===== src/rtl/vga_pixel_pipe_pkg.sv =====
// Shared widths and mode encodings for the VGA pixel pipeline.
package vga_pixel_pipe_pkg;

  localparam int unsigned ColorWidthDef  = 4;
  localparam int unsigned RezMaxWidthDef = 11;

  typedef enum logic [1:0] {
    ModePass   = 2'd0,
    ModeBorder = 2'd1,
    ModeBars   = 2'd2,
    ModeCheck  = 2'd3
  } mode_e;

endpackage


===== src/rtl/vga_pixel_pipe_if.sv =====
// Pixel request channel between the pipeline (master) and the frame source (slave).
interface vga_pixel_pipe_if #(
  parameter int unsigned COLOR_WIDTH = vga_pixel_pipe_pkg::ColorWidthDef
) ();

  logic                     data_req;
  logic [3*COLOR_WIDTH-1:0] data;
  logic                     data_valid;

  modport master (output data_req, input data, input data_valid);
  modport slave  (input data_req, output data, output data_valid);

endinterface


===== src/rtl/vga_pattern_gen.sv =====
// Combinational test-pattern colour from display-relative coordinates.
module vga_pattern_gen
  import vga_pixel_pipe_pkg::*;
#(
  parameter int unsigned COLOR_WIDTH   = ColorWidthDef,
  parameter int unsigned REZ_MAX_WIDTH = RezMaxWidthDef,
  parameter int unsigned BAR_SHIFT     = 6,
  parameter int unsigned CHK_SHIFT     = 5
) (
  input  logic [REZ_MAX_WIDTH-1:0] xr_i,
  input  logic [REZ_MAX_WIDTH-1:0] yr_i,
  input  mode_e                    mode_i,
  output logic [3*COLOR_WIDTH-1:0] color_o
);

  logic [2:0] bar_idx;
  logic       chk;

  // Eight bars repeat every 8 << BAR_SHIFT pixels.
  assign bar_idx = 3'(xr_i >> BAR_SHIFT);
  assign chk     = 1'(xr_i >> CHK_SHIFT) ^ 1'(yr_i >> CHK_SHIFT);

  always_comb begin
    color_o = '0;
    unique case (mode_i)
      ModeBars: color_o = {{COLOR_WIDTH{bar_idx[2]}},
                           {COLOR_WIDTH{bar_idx[1]}},
                           {COLOR_WIDTH{bar_idx[0]}}};
      ModeCheck: color_o = {(3*COLOR_WIDTH){chk}};
      default:   color_o = '0;
    endcase
  end

endmodule


===== src/rtl/vga_pixel_pipe.sv =====
// Two-stage pixel pipeline: region decode and source request, then RGB selection.
module vga_pixel_pipe
  import vga_pixel_pipe_pkg::*;
#(
  parameter int unsigned COLOR_WIDTH   = ColorWidthDef,
  parameter int unsigned REZ_MAX_WIDTH = RezMaxWidthDef,
  parameter int unsigned BAR_SHIFT     = 6,
  parameter int unsigned CHK_SHIFT     = 5
) (
  input  logic                     clk_i,
  input  logic                     rst_n,
  input  logic [REZ_MAX_WIDTH-1:0] count_h_i,
  input  logic [REZ_MAX_WIDTH-1:0] count_v_i,
  input  logic [REZ_MAX_WIDTH-1:0] h_left_margin_i,
  input  logic [REZ_MAX_WIDTH-1:0] h_right_margin_i,
  input  logic [REZ_MAX_WIDTH-1:0] v_left_margin_i,
  input  logic [REZ_MAX_WIDTH-1:0] v_right_margin_i,
  input  logic [1:0]               mode_i,
  input  logic [3*COLOR_WIDTH-1:0] border_color_i,
  input  logic                     clr_status_i,
  vga_pixel_pipe_if.master         src_if,
  output logic [COLOR_WIDTH-1:0]   red_o,
  output logic [COLOR_WIDTH-1:0]   green_o,
  output logic [COLOR_WIDTH-1:0]   blue_o,
  output logic                     frame_start_o,
  output logic                     underflow_o,
  output logic [1:0]               mode_cur_o
);

  localparam int unsigned PixW = 3 * COLOR_WIDTH;

  logic                     at_origin;
  logic                     active;
  mode_e                    mode_eff;
  logic [REZ_MAX_WIDTH-1:0] xr;
  logic [REZ_MAX_WIDTH-1:0] yr;
  logic [PixW-1:0]          pat;

  mode_e           mode_cur_q;
  logic            origin_q;
  logic            active1_q;
  mode_e           mode1_q;
  logic            req_q;
  logic            frame1_q;
  logic [PixW-1:0] pat1_q;

  logic [PixW-1:0] rgb_d, rgb_q;
  logic            frame2_q;
  logic            uf_set;
  logic            underflow_q;

  assign at_origin = (count_h_i == '0) && (count_v_i == '0);
  assign active    = (count_h_i >= h_left_margin_i) && (count_h_i <= h_right_margin_i) &&
                     (count_v_i >= v_left_margin_i) && (count_v_i <= v_right_margin_i);

  // Pixel (0,0) already uses the newly requested mode.
  assign mode_eff  = at_origin ? mode_e'(mode_i) : mode_cur_q;

  assign xr = count_h_i - h_left_margin_i;
  assign yr = count_v_i - v_left_margin_i;

  vga_pattern_gen #(
    .COLOR_WIDTH   (COLOR_WIDTH),
    .REZ_MAX_WIDTH (REZ_MAX_WIDTH),
    .BAR_SHIFT     (BAR_SHIFT),
    .CHK_SHIFT     (CHK_SHIFT)
  ) u_pattern_gen (
    .xr_i    (xr),
    .yr_i    (yr),
    .mode_i  (mode_eff),
    .color_o (pat)
  );

  always_comb begin
    rgb_d  = '0;
    uf_set = 1'b0;
    if (!active1_q) begin
      if (mode1_q == ModeBorder) rgb_d = border_color_i;
    end else begin
      unique case (mode1_q)
        ModePass: begin
          if (src_if.data_valid) rgb_d = src_if.data;
          else                   uf_set = 1'b1;
        end
        ModeBars, ModeCheck: rgb_d = pat1_q;
        default:             rgb_d = '0;
      endcase
    end
  end

  always_ff @(posedge clk_i or negedge rst_n) begin
    if (!rst_n) begin
      mode_cur_q  <= ModePass;
      origin_q    <= 1'b0;
      active1_q   <= 1'b0;
      mode1_q     <= ModePass;
      req_q       <= 1'b0;
      frame1_q    <= 1'b0;
      pat1_q      <= '0;
      rgb_q       <= '0;
      frame2_q    <= 1'b0;
      underflow_q <= 1'b0;
    end else begin
      mode_cur_q  <= mode_eff;
      origin_q    <= at_origin;
      active1_q   <= active;
      mode1_q     <= mode_eff;
      req_q       <= active && (mode_eff == ModePass);
      // Rising edge of the origin, so a dwell at (0,0) yields one pulse.
      frame1_q    <= at_origin && !origin_q;
      pat1_q      <= pat;
      rgb_q       <= rgb_d;
      frame2_q    <= frame1_q;
      underflow_q <= uf_set || (underflow_q && !clr_status_i);
    end
  end

  assign src_if.data_req = req_q;
  assign red_o           = rgb_q[COLOR_WIDTH-1:0];
  assign green_o         = rgb_q[2*COLOR_WIDTH-1:COLOR_WIDTH];
  assign blue_o          = rgb_q[3*COLOR_WIDTH-1:2*COLOR_WIDTH];
  assign frame_start_o   = frame2_q;
  assign underflow_o     = underflow_q;
  assign mode_cur_o      = mode_cur_q;

endmodule


===== src/flat_wrapper.sv =====
// flat-port wrapper written by rule: the top's interface ports become plain ports
module vga_pixel_pipe_flat import vga_pixel_pipe_pkg::*;
#(
  parameter int unsigned COLOR_WIDTH   = ColorWidthDef,
  parameter int unsigned REZ_MAX_WIDTH = RezMaxWidthDef,
  parameter int unsigned BAR_SHIFT     = 6,
  parameter int unsigned CHK_SHIFT     = 5
)
  (clk_i, rst_n, count_h_i, count_v_i, h_left_margin_i, h_right_margin_i, v_left_margin_i, v_right_margin_i, mode_i, border_color_i, clr_status_i, red_o, green_o, blue_o, frame_start_o, underflow_o, mode_cur_o, src_if_data_req, src_if_data, src_if_data_valid);
  vga_pixel_pipe_if #(.COLOR_WIDTH(COLOR_WIDTH)) src_if_i ();
  input  logic clk_i;
  input  logic rst_n;
  input  logic [REZ_MAX_WIDTH-1:0] count_h_i;
  input  logic [REZ_MAX_WIDTH-1:0] count_v_i;
  input  logic [REZ_MAX_WIDTH-1:0] h_left_margin_i;
  input  logic [REZ_MAX_WIDTH-1:0] h_right_margin_i;
  input  logic [REZ_MAX_WIDTH-1:0] v_left_margin_i;
  input  logic [REZ_MAX_WIDTH-1:0] v_right_margin_i;
  input  logic [1:0] mode_i;
  input  logic [3*COLOR_WIDTH-1:0] border_color_i;
  input  logic clr_status_i;
  output logic [COLOR_WIDTH-1:0] red_o;
  output logic [COLOR_WIDTH-1:0] green_o;
  output logic [COLOR_WIDTH-1:0] blue_o;
  output logic frame_start_o;
  output logic underflow_o;
  output logic [1:0] mode_cur_o;
  output wire logic [$bits(src_if_i.data_req)-1:0] src_if_data_req;
  input wire logic [$bits(src_if_i.data)-1:0] src_if_data;
  input wire logic [$bits(src_if_i.data_valid)-1:0] src_if_data_valid;
  assign src_if_data_req = src_if_i.data_req;
  assign src_if_i.data = src_if_data;
  assign src_if_i.data_valid = src_if_data_valid;
  vga_pixel_pipe #(.COLOR_WIDTH(COLOR_WIDTH), .REZ_MAX_WIDTH(REZ_MAX_WIDTH), .BAR_SHIFT(BAR_SHIFT), .CHK_SHIFT(CHK_SHIFT)) u_core (.clk_i(clk_i), .rst_n(rst_n), .count_h_i(count_h_i), .count_v_i(count_v_i), .h_left_margin_i(h_left_margin_i), .h_right_margin_i(h_right_margin_i), .v_left_margin_i(v_left_margin_i), .v_right_margin_i(v_right_margin_i), .mode_i(mode_i), .border_color_i(border_color_i), .clr_status_i(clr_status_i), .src_if(src_if_i), .red_o(red_o), .green_o(green_o), .blue_o(blue_o), .frame_start_o(frame_start_o), .underflow_o(underflow_o), .mode_cur_o(mode_cur_o));
endmodule

===== config.mk =====
export PLATFORM = sky130hd
export DESIGN_NAME = vga_pixel_pipe_flat
export DESIGN_NICKNAME = d
export VERILOG_FILES = /design/src/rtl/vga_pixel_pipe_pkg.sv /design/src/rtl/vga_pixel_pipe_if.sv /design/src/rtl/vga_pattern_gen.sv /design/src/rtl/vga_pixel_pipe.sv /design/src/flat_wrapper.sv
export SDC_FILE = /design/constraint.sdc
export NUM_CORES = 1
export LEC_CHECK = 0
export ABC_CLOCK_PERIOD_IN_PS = 1400
export CAP_MARGIN = 15
export CORE_MARGIN = 1.5
export CORE_UTILIZATION = 41
export CTS_CLUSTER_DIAMETER = 150
export DETAILED_ROUTE_END_ITERATION = 8
export PLACE_DENSITY_LB_ADDON = 0.05
export SLEW_MARGIN = 5
export SYNTH_ARGS = -nofsm -noshare
export SYNTH_HDL_FRONTEND = slang
export SYNTH_SLANG_ARGS = --single-unit

===== constraint.sdc =====
create_clock -name clk_i -period 1.4 [get_ports clk_i]
set_input_delay 0.21 -clock clk_i [delete_from_list [all_inputs] [get_ports clk_i]]
set_output_delay 0.21 -clock clk_i [all_outputs]
set_load 0.01 [all_outputs]

* Word-level counts from Yosys, hierarchy flattened
Cells that the tools add are included.
** Cells by class
- $add $sub $neg :: 2
- Order comparisons :: 4
- Equal/unequal tests :: 5
- Multiplexer cells :: 9
- Bitwise gates (word level) :: 1
- Reductions and logical operators :: 15
** Operator list (number)
- $pmux 12 s2 :: 2
- $mux 12 :: 3
- $ge 11x11->1 :: 2
- $le 11x11->1 :: 2
- $logic_not 11->1 :: 2
- $sub 9x9->9 :: 1
- $eq 2x2->1 const B :: 4
- $logic_and 1x1->1 :: 7
- $sub 6x6->6 :: 1
- $logic_not 2->1 :: 2
- $mux 1 :: 3
- $eq 2x1->1 const B :: 1
- $logic_not 1->1 :: 2
- $mux 2 :: 1
- $reduce_or 2->1 :: 1
- $logic_or 1x1->1 :: 1
- $xor 1x1->1 :: 1
** Storage, ports and cells
- Register bits after elaboration :: 32
- Bits of input ports :: 96
- Logic and storage cells :: 45

* Logic depth before layout (Yosys ltp)
- Depth in word-level cells :: 5
- Mapped depth :: 8
- Depth with buffers taken out :: 8

* By module
From an unflattened synthesis, not the netlist that was laid out.
** Unflattened totals
- Cell total of the unflattened synthesis :: 314
- Area total of the unflattened synthesis :: 2884.0 µm²
** Modules (own cells, without submodules)
- vga_pixel_pipe :: times used 1, cells an instance 298, area each 2777.7 µm², seq. area each 800.8 µm²
- vga_pattern_gen :: times used 1, cells an instance 16, area each 106.4 µm², seq. area each 0.0 µm²

* Worst setup path after synthesis
No wires, ideal clock.
- Kind :: in2reg
- Start :: input h_left_margin_i[3]
- End :: register u_core.req_q (netlist: u_core.src_if.data_req)
- Arrival time :: 1.688 ns
- Slack :: -0.408 ns
- Cell stages on the path :: 8
- Path buffers :: 0
- Cell sequence :: inv_1 -> ha_1 -> a21o_1 -> or4_1 -> o22ai_1 -> o32a_1 -> a2111oi_2 -> nor3b_1
** On the way
- Word-level cells in the longest chain between the ends :: 5
** RTL lines
- start, declared :: line flat_wrapper.sv:15 : input logic [REZ_MAX_WIDTH-1:0] h_left_margin_i;
- $ge 11x11->1 :: line vga_pixel_pipe.sv:53 : assign active = (count_h_i >= h_left_margin_i) && (count_h_i <= h_right_margin_i) &&
- $logic_and 1x1->1 (2 in series) :: line vga_pixel_pipe.sv:53
- $logic_and 1x1->1 :: line vga_pixel_pipe.sv:54 : (count_v_i >= v_left_margin_i) && (count_v_i <= v_right_margin_i);
- via u_core.active :: line vga_pixel_pipe.sv:33 : logic active;
- $logic_and 1x1->1 :: line vga_pixel_pipe.sv:108 : req_q <= active && (mode_eff == ModePass);
- end signal, assigned :: line vga_pixel_pipe.sv:108
- end, declared :: line vga_pixel_pipe.sv:43 : logic req_q;
The timed path passes the listed nets, and every way through them passes these cells.

* Final worst setup path
- Start :: input count_v_i[5]
- End :: register u_core.pat1_q[7]
** On the way
- Word-level cells in the longest chain between the ends :: 5
- Elaborated cells on any way between the ends :: 8
- Classes of those cells :: add/sub (1); eq/ne (2); mux (2); bitwise (1); reduce/logical (2)
** RTL lines
- start, declared :: line flat_wrapper.sv:14 : input logic [REZ_MAX_WIDTH-1:0] count_v_i;
- $logic_not 11->1 * :: line vga_pixel_pipe.sv:52 : assign at_origin = (count_h_i == '0) && (count_v_i == '0);
- $logic_and 1x1->1 * :: line vga_pixel_pipe.sv:52
- via u_core.at_origin :: line vga_pixel_pipe.sv:32 : logic at_origin;
- $mux 2 * :: line vga_pixel_pipe.sv:57 : assign mode_eff = at_origin ? mode_e'(mode_i) : mode_cur_q;
- via u_core.mode_eff[1] :: line vga_pixel_pipe.sv:34 : mode_e mode_eff;
- $eq 2x2->1 :: line vga_pattern_gen.sv:25 : unique case (mode_i)
- $pmux 12 s2 * :: line vga_pattern_gen.sv:25
- end signal, assigned :: line vga_pixel_pipe.sv:111 : pat1_q <= pat;
- end, declared :: line vga_pixel_pipe.sv:45 : logic [PixW-1:0] pat1_q;
The timed path passes the listed nets; every way through them passes the cells marked *.

==> results.toml <==
[status]
outcome = "complete, but fails checks"
violations = "negative setup slack"

[timing]
setup_tns_ns = -2.64
timing.hold.ws_ns = 0.297
rsz0062_at_grt = "true"
fin_skew_ns = 0.00263
hold_viol_final = 0
tightest_slew_ns = 0.322
drv_slew = 0
max-slew-margin-rel_pct = 78.3
final.setup.worst_slack_ns = -0.455
period_needed_ns = 1.86
fmax_mhz = 539
post-route-period-util_pct = 133
setup_viol = 8

[setup_path]
max_stage_delay_ns = 0.35
critPathBufInv = 2
critPathMostFrequentCell = "nor4_4"
worstPathArrival_ns = 2.00
cp-end-kind = "flip-flop"
cp_slowest_cell = "nor4_4"
crit_fanout = 4
cp.required_ns = 1.54
cp-start-kind = "input pin"
path_cells = "buf_2 > nor4_4 > nand4_1 > nor4_4 > buf_4 > mux2_4 > nand2b_4 > o22ai_2"
cpLargestDelayFamily = "simple AND/OR/NAND/NOR gates"
path_class = "in2reg"

[finish]
n_antenna_cell = 0
final_cell_mix = "52 x clkdlybuf4s50_1, 46 x buf_4, 33 x ha_4"
nFillCells = 260
drive_above_1_share_pct = 44.3
finalInstanceArea_um2 = 4490
area_growth_pct = 103
layout_commonest_cell = "clkdlybuf4s50_1"
final_nets = 574

[synth]
synth_compound_area_share_pct = 19.8
postSynthCellCount = 266
yosys_most_used_dff = "dfrtp_1"
yosysWarnings = 0
seq_area_frac_synth_pct = 26.1
async_reset_ff_share_pct = 100
synth_fa_ha_area_share_pct = 24.9
synth_top_family_by_area = "adder cells"
synth-seq-cells = 23
syn_area_um2 = 2210
yosysUniqueCellTypes = 39
synth_xor_xnor_area_share_pct = 1.98
synthesis.nets = 406
synth_edf_count = 0
synth_area_per_cell_um2 = 8.30
yosys.area_share.simple_pct = 17.7
synthMuxAreaShare_pct = 1.36

[run]
cap_viol_max_count = 0

[clock_tree]
cts_htree_levels = 1
clk_latency_ns = 0.26
cts_root_buffer = "clkbuf_8"
cts.path.max_buffers = 2
cts_made_buffers = 3
path_clk_slew_ns = 0.08
cts_tree = "done"
cts.sinks = 23

[global_route]
grt_max_degree = 24
grt_util_all_layers_pct = 27.3
gr-max-usage-layer = "met2"
met3_usage_pct = 4.19
grtUsageMet1_pct = 29.0
grt_pass1_vias = 2943
antenna_found_initial = 0
overflow = 0
grt.met2_usage_pct = 52.8
grt_pass1_wl_um = 13100

[routing]
drtIter0Drc = 74
drc = 0
wl_um = 9280
num_vias = 2771
wire_per_inst_um = 18.4
antenna_left = 0
via_per_inst = 5.51
drt_pass1_iterations = 6

[floorplan]
row_count = 26
start_util_pct = 43.0
die_w_um = 76.4
die-area_um2 = 5840
coreArea_um2 = 5140
die_y_um = 76.4
ioPinCount = 113

[placement]
pre_cts_slack_ns = -1.19
routabilityCongestion = 0.818
hpwl_um = 5250
place_area_um2 = 3720
numPortBuffers = 112

[power]
p_leak_nw = 2.12
ir_worst_vdd_mv = 0.275
p_total_mw = 2.43
power_density_nw_per_um2 = 542

[hold_path]
holdCritPathClass = "in2async"
==> registers in the layout (all words and copies together), names as in the netlist <==
signal                  cells
u_core.frame_start_o        1
u_core.rgb_q               12
u_core.src_if.data_req      1
u_core.mode_cur_o           2
u_core.origin_q             1
u_core.active1_q            1
u_core.pat1_q               3
u_core.underflow_o          1
u_core.frame1_q             1
==> through the flow <==
stage,util (%),std cells
2_1_floorplan,-,266
3_3_place_gp,72.5,480
3_5_place_dp,72.5,480
4_1_cts,82.9,500
5_1_grt,87.4,503
6_report,87.4,503
==> cell families after synthesis <==
| group | after synthesis |
|---|---|
| simple gates | 72 |
| mux | 2 |
| fa+ha+maj | 44 |
| buf+inv | 48 |
| xor+xnor | 5 |
| compound gates | 72 |
| flops | 23 |
==> synth_stat cells (2+ instances only) <==
cell / instances / area share [%]
nor2_1: 19 / 3.2
a21o_1: 8 / 2.7
xor2_1: 2 / 0.79
o22ai_1: 4 / 1.1
dfrtp_1: 23 / 26
nor2b_1: 3 / 0.85
a211oi_1: 3 / 1.0
nand4_1: 9 / 2.5
inv_1: 45 / 7.6
a21oi_1: 36 / 8.2
nor4_1: 5 / 1.4
o31a_1: 2 / 0.79
ha_1: 44 / 25
nor3b_1: 3 / 1.0
o21ai_0: 11 / 2.5
nand2_1: 19 / 3.2
mux2_4: 2 / 1.4
nand3_1: 3 / 0.68
clkbuf_1: 3 / 0.51
xnor2_1: 3 / 1.2
==> path summary, 6_finish.rpt <==
| kind | cells past startpoint | to | from | slack (ns) |
|---|---|---|---|---|
| worst max-delay path | 8 | u_core.pat1_q[7]$_DFF_PN0_ | count_v_i[5] | -0.46 |
| worst min-delay path | 2 | u_core.frame_start_o$_DFF_PN0_ | rst_n | 0.30 |
| worst max register to register | 4 | u_core.pat1_q[7]$_DFF_PN0_ | u_core.mode_cur_o[0]$_DFF_PN0_ | 0.16 |
| worst min register to register | 0 | u_core.frame_start_o$_DFF_PN0_ | u_core.frame1_q$_DFF_PN0_ | 0.36 |
| max in group asynchronous | 2 | u_core.rgb_q[9]$_DFF_PN0_ | rst_n | 0.87 |
| min in group clk_i | 0 | u_core.frame_start_o$_DFF_PN0_ | u_core.frame1_q$_DFF_PN0_ | 0.36 |
==> layer usage <==
layer	wire (um)	vias to the layer above	part of all wire (%)
met4	513	0	5.5
met5	0	-	0
met3	540	45	5.8
met1	3430	1303	37
met2	4790	146	52
li1	-	1277	-
==> cell type report <==
type / count / area, um2 / area share, %
clock inverters: 1 / 5.00 / 0.111
clock buffers: 3 / 41.3 / 0.919
inverters: 45 / 174 / 3.87
repair buffers: 166 / 1510 / 33.6
multi-input cells: 195 / 2100 / 46.7
flip-flops and latches: 23 / 576 / 12.8
well taps: 70 / 87.6 / 1.95
==> report_power, final <==
part | total [mW] | internal, mW | switching (mW) | leakage [nW]
combinational | 1.34 | 0.734 | 0.608 | 1.78
clock | 0.396 | 0.198 | 0.198 | 0.0255
sequential | 0.697 | 0.689 | 0.00772 | 0.318
==> repair_timing <==
item / 4_1_cts / 5_1_grt
hold buffers: 0 / 0
gates resized for setup: 182 / 106
pin swaps: 59 / 45
setup endpoints to repair: 10 / 10
buffers inserted: 16 / 3
(Power assumes the default switching activity.)
